File: config.mk
export PLATFORM = sky130hd
export DESIGN_NAME = qspi_target
export DESIGN_NICKNAME = d
export VERILOG_FILES = /design/src/rtl/qspi_target.sv
export SDC_FILE = /design/constraint.sdc
export NUM_CORES = 1
export LEC_CHECK = 0
export BUFFER_PORTS_ARGS = -buffer_cell sky130_fd_sc_hd__buf_2
export CAP_MARGIN = 20
export CORE_MARGIN = 2
export CORE_UTILIZATION = 57
export CTS_CLUSTER_DIAMETER = 200
export DETAILED_ROUTE_END_ITERATION = 10
export PLACE_DENSITY_LB_ADDON = 0.05
export SYNTH_ARGS = -nofsm -noshare
export SYNTH_HDL_FRONTEND = slang
export SYNTH_SLANG_ARGS = --single-unit
File: constraint.sdc
create_clock -name clk -period 2.2 [get_ports clk]
set_input_delay 0.22 -clock clk [delete_from_list [all_inputs] [get_ports clk]]
set_output_delay 0.22 -clock clk [all_outputs]
set_load 0.01 [all_outputs]
File: src/rtl/qspi_target.sv
// Quad-SPI memory target: one nibble per clk, MSN first.
// Read command 8'hEB and write command 8'h38 with a 24-bit address into a small byte array.
module qspi_target #(
  parameter int unsigned MEM_BYTES = 64,
  parameter int unsigned DUMMY     = 6
) (
  input  logic       clk,
  input  logic       reset,
  input  logic       cs_n,
  input  logic [3:0] sd_in,
  output logic [3:0] sd_out,
  output logic [3:0] sd_oe
);

  localparam int unsigned IDX_W      = $clog2(MEM_BYTES);
  localparam logic [7:0]  CMD_READ   = 8'hEB;
  localparam logic [7:0]  CMD_WRITE  = 8'h38;
  localparam logic [3:0]  LAST_ADDR  = 4'd5;
  localparam logic [3:0]  LAST_DUMMY = 4'(DUMMY - 1);

  typedef enum logic [2:0] {
    S_IDLE,
    S_CMD,
    S_ADDR,
    S_DUMMY,
    S_RDATA,
    S_WDATA,
    S_IGNORE
  } state_t;

  state_t             state;
  logic [3:0]         cmd_hi;
  logic               is_read;
  logic [3:0]         cnt;
  logic [IDX_W-1:0]   idx;
  logic               phase;
  logic [3:0]         wbuf;
  logic [7:0]         mem [MEM_BYTES];

  logic [7:0]         rd_byte_c;
  logic               mem_we_c;

  // Asynchronous read of the current byte; write lands on the low-nibble edge.
  assign rd_byte_c = mem[idx];
  assign mem_we_c  = !reset && !cs_n && (state == S_WDATA) && phase;

  // Memory contents are intentionally not reset.
  always_ff @(posedge clk) begin
    if (mem_we_c) begin
      mem[idx] <= {wbuf, sd_in};
    end
  end

  // Protocol FSM; sd_oe is only raised from the last dummy edge through RDATA.
  always_ff @(posedge clk) begin
    if (reset) begin
      state   <= S_IGNORE;
      sd_oe   <= 4'h0;
      sd_out  <= 4'h0;
      idx     <= '0;
      cmd_hi  <= 4'h0;
      is_read <= 1'b0;
      cnt     <= 4'd0;
      phase   <= 1'b0;
      wbuf    <= 4'h0;
    end else if (cs_n) begin
      state  <= S_IDLE;
      sd_oe  <= 4'h0;
      sd_out <= 4'h0;
      cnt    <= 4'd0;
      phase  <= 1'b0;
    end else begin
      sd_oe  <= 4'h0;
      sd_out <= 4'h0;
      case (state)
        S_IDLE: begin
          cmd_hi <= sd_in;
          state  <= S_CMD;
        end
        S_CMD: begin
          cnt <= 4'd0;
          if ({cmd_hi, sd_in} == CMD_READ) begin
            is_read <= 1'b1;
            state   <= S_ADDR;
          end else if ({cmd_hi, sd_in} == CMD_WRITE) begin
            is_read <= 1'b0;
            state   <= S_ADDR;
          end else begin
            state <= S_IGNORE;
          end
        end
        S_ADDR: begin
          // Shifting straight into idx drops the unused high address bits.
          idx <= IDX_W'({idx, sd_in});
          if (cnt == LAST_ADDR) begin
            cnt   <= 4'd0;
            phase <= 1'b0;
            state <= is_read ? S_DUMMY : S_WDATA;
          end else begin
            cnt <= cnt + 4'd1;
          end
        end
        S_DUMMY: begin
          if (cnt == LAST_DUMMY) begin
            sd_out <= rd_byte_c[7:4];
            sd_oe  <= 4'hF;
            phase  <= 1'b0;
            state  <= S_RDATA;
          end else begin
            cnt <= cnt + 4'd1;
          end
        end
        S_RDATA: begin
          sd_oe <= 4'hF;
          phase <= ~phase;
          if (!phase) begin
            sd_out <= rd_byte_c[3:0];
            idx    <= idx + IDX_W'(1);
          end else begin
            sd_out <= rd_byte_c[7:4];
          end
        end
        S_WDATA: begin
          phase <= ~phase;
          if (!phase) begin
            wbuf <= sd_in;
          end else begin
            idx <= idx + IDX_W'(1);
          end
        end
        S_IGNORE: begin
          state <= S_IGNORE;
        end
        default: begin
          state <= S_IGNORE;
        end
      endcase
    end
  end

endmodule

==> summary.md <==
| Metric | Value |
|---|---|
| Avg Cell Area, Syn | `19.4 µm²` |
| H-tree depth | `2` |
| CTS Buffer Depth | `3` |
| Commonest non-fill, non-tap cell in the layout | `edfxtp_1` |
| Syn nets | `1120` |
| CP startpoint kind | `flop` |
| Register area share after synthesis | `between 70% and 80%` |
| Number of DRC markers in iteration 0 | `958` |
| Fmax achieved | `about 460 MHz` |
| Core Region | `37500 µm²` |
| CP required | `2660 ps` |
| Critical path data arrival time | `2630 ps` |
| Post-DR vias/cell | `6.06` |
| Reg clk slew, reported paths | `70 ps` |
| DR DRC count | `0` |
| Total GRT Usage | `26.0%` |
| Final Critical Period | `2170 ps` |
| Setup-failing EPs final | `0` |
| Post-synth EDFFs | `slightly above 500` |
| Kind of critical path | `reg2reg` |
| Ant. Diodes | `0` |
| Fillers | `2545` |
| Vias in the first global route | `11300` |
| IO buf count | `14` |
| DR WL/cell | `26.6 µm` |
| FP Rows | `71` |
| Pin count of the biggest net entering global routing | `68` |
| Final wirelength | `49400 µm` |
| Async S/R FF share, synth | `0%` |
| Layout Cell Area excl Fill | `approximately 26000 µm²` |
| Final ANT Viol Nets | `0` |
| Power Density | `849 nW/µm²` |
| Sink Count | `546` |
| Fin nets | `1315` |
| Die X | `199 µm` |
| Headroom to the max-slew limit | `between 50% and 60%` |
| Count of cell types in the netlist | `52` |
| Total CTS buffers | `54` |
| Synthesized flop and latch total | `546` |
| Chip Height | `199 µm` |
| Overall Power | `0.0217 W` |
| Proportion of layout cells with a drive suffix above 1 | `34.1%` |
| RSZ-0062 raised after global routing | `true` |
| DP Area | `approximately 23000 µm²` |
| Initial core utilization | `between 50% and 60%` |
| HPWL Detailed | `about 31000 µm` |
| Setup crit end kind | `flop` |
| DRT Pass-1 Iters | `5` |
| Worst-margin pin slew | `735 ps` |
| Outcome | `finished, final reports clean` |
| Area grow syn2layout | `18.7%` |
| Fin Clk Skew | `24.8 ps` |
| VDD IR max | `between 0.6 and 0.7 mV` |
| Gpl congestion | `between 0.8 and 0.9` |
| Cell Area, Synth | `21600 µm²` |
| Flop-to-flop setup slack | `30 ps` |
| Vias post-DR | `approximately 11000` |
| CTS tree | `yes` |
| Commonest non-fill, non-tap cells in the layout | `edfxtp_1, buf_4, mux4_2, nor2_1, clkbuf_16` |
| Static Leak | `8.68 nW` |
| Cells after synthesis | `1110` |
| Hold WC Path Type | `in2reg` |
| Worst-Skew Late Latency | `600 ps` |
| CP Max Fanout | `7` |
| Antenna violations before repair | `0` |
| Synth Flop Type | `edfxtp_1` |
| Final Cycle Share | `98.7%` |
| Final Hold Fails | `0` |
| Synth warn | `0` |
| IO Count | `15` |
| Hold slack | `105 ps` |
| Fin. max-slew vios | `0` |
| First-pass GRT wire length | `73400 µm` |
| Overflow left after global routing | `0` |
| Root Buffer | `clkbuf_16` |
| Die area | `39400 µm²` |
| # Max-Cap Violations | `0` |
## cells in the mapped netlist (2+ instances only)
cell type | number | share of area, %
mux4_2 | 118 | 12
xnor2_1 | 2 | 0.081
buf_2 | 16 | 0.37
a21oi_1 | 16 | 0.37
a2111oi_0 | 3 | 0.12
o21bai_1 | 3 | 0.10
nor3_1 | 6 | 0.14
a31oi_1 | 4 | 0.12
or2_2 | 2 | 0.058
inv_1 | 4 | 0.070
clkbuf_1 | 22 | 0.38
a22oi_1 | 17 | 0.59
nor2_1 | 92 | 1.6
nor3b_1 | 3 | 0.10
or4_1 | 3 | 0.10
nand4_1 | 5 | 0.14
buf_1 | 4 | 0.070
mux4_1 | 6 | 0.73
or3_1 | 2 | 0.058
buf_6 | 3 | 0.16
a211oi_1 | 5 | 0.17
or3b_2 | 2 | 0.081
mux2i_1 | 63 | 2.9
ha_1 | 3 | 0.17
xor2_1 | 2 | 0.081
buf_4 | 18 | 0.63
and3_1 | 2 | 0.058
nand3_1 | 23 | 0.53
nand2b_1 | 7 | 0.20
nand3b_1 | 11 | 0.38
a221oi_1 | 5 | 0.20
o21ai_0 | 14 | 0.32
nand2_1 | 39 | 0.68
a311oi_1 | 3 | 0.12
o211ai_1 | 2 | 0.070
edfxtp_1 | 512 | 71
o22ai_1 | 5 | 0.14
mux2_2 | 4 | 0.21
and2_1 | 2 | 0.058
dfxtp_1 | 34 | 3.2
nor2b_1 | 12 | 0.35
## metrics by stage
stage	cells	util, %	worst slack (ps)	TNS, ps
2_1_floorplan	1110	-	-61.7	-3190
3_3_place_gp	1739	62.5	-156	-20100
3_5_place_dp	1739	62.5	-169	-20710
4_1_cts	1844	67.6	1.20	0
5_1_grt	1858	68.3	-46.3	-136
6_report	1858	68.3	28.2	0
## power breakdown
| group | leakage [nW] | internal (W) | total, W | switching, W |
|---|---|---|---|---|
| combinational | 2.52 | 0.000625 | 0.00127 | 0.000650 |
| clock | 0.873 | 0.00539 | 0.00914 | 0.00375 |
| sequential | 5.29 | 0.0113 | 0.0113 | 0.0000423 |
## final cells by class
type / count / area [µm²] / area share [%]
multi-input cells: 495 / 5280 / 20.6
clock buffers: 73 / 1510 / 5.91
well taps: 511 / 639 / 2.50
flip-flops and latches: 546 / 16100 / 62.7
inverters: 4 / 15.0 / 0.0586
repair buffers: 204 / 1850 / 7.22
clock inverters: 25 / 254 / 0.991
## routing by layer
metal	vias up	global-route usage (%)	wire length, µm
met2	389	40.6	23700
met5	-	0	0
met3	74	4.05	2910
li1	4907	-	-
met4	0	6.72	1040
met1	5886	38.9	21800
## flip-flops by register name, summed over array words and instances, names as in the netlist, named ones only
name,count
sd_oe,1
phase,1
is_read,1
cmd_hi,4
sd_out,4
mem,512
idx,6
cnt,4
state,3
wbuf,4
## logic make-up after synthesis
kind of cell,Yosys count,share of synthesized area [%]
AOI/OAI and AO/OA,82,2.54
xor gates and xnor gates,4,0.162
adders and majority gates,3,0.174
buffers and inverters,69,1.84
DFF,546,74.4
muxes,191,16.2
and+or+nand+nor,215,4.71
## what timing repair did
item | CTS | global route
setup buffers | 4 | 13
setup endpoints to repair | 293 | 276
gates resized for setup | 13 | 47
pin swaps | 0 | 9
hold endpoints to repair | 3 | 0
gates cloned | 1 | 2
hold buffers | 2 | 0
## critical path: stages, from the launching register on
cell and delay, ps:
dfxtp_4 450, buf_12 170, buf_12 140, buf_4 120, mux4_2 560, o41ai_2 240, buf_4 160, a21oi_1 30
nand3_1 100, o211ai_1 90
## worst paths after layout
kind / cells past startpoint / endpoint / startpoint
max: 9 / sd_out[1]$_SDFF_PP0_ / flop
min: 4 / is_read$_SDFFE_PP0P_ / sd_in[1]
max reg2reg: 9 / sd_out[1]$_SDFF_PP0_ / flop
min reg2reg: 2 / wbuf[2]$_SDFFE_PP0P_ / wbuf[2]$_SDFFE_PP0P_
No activity file was read; power rests on OpenSTA's default activity.
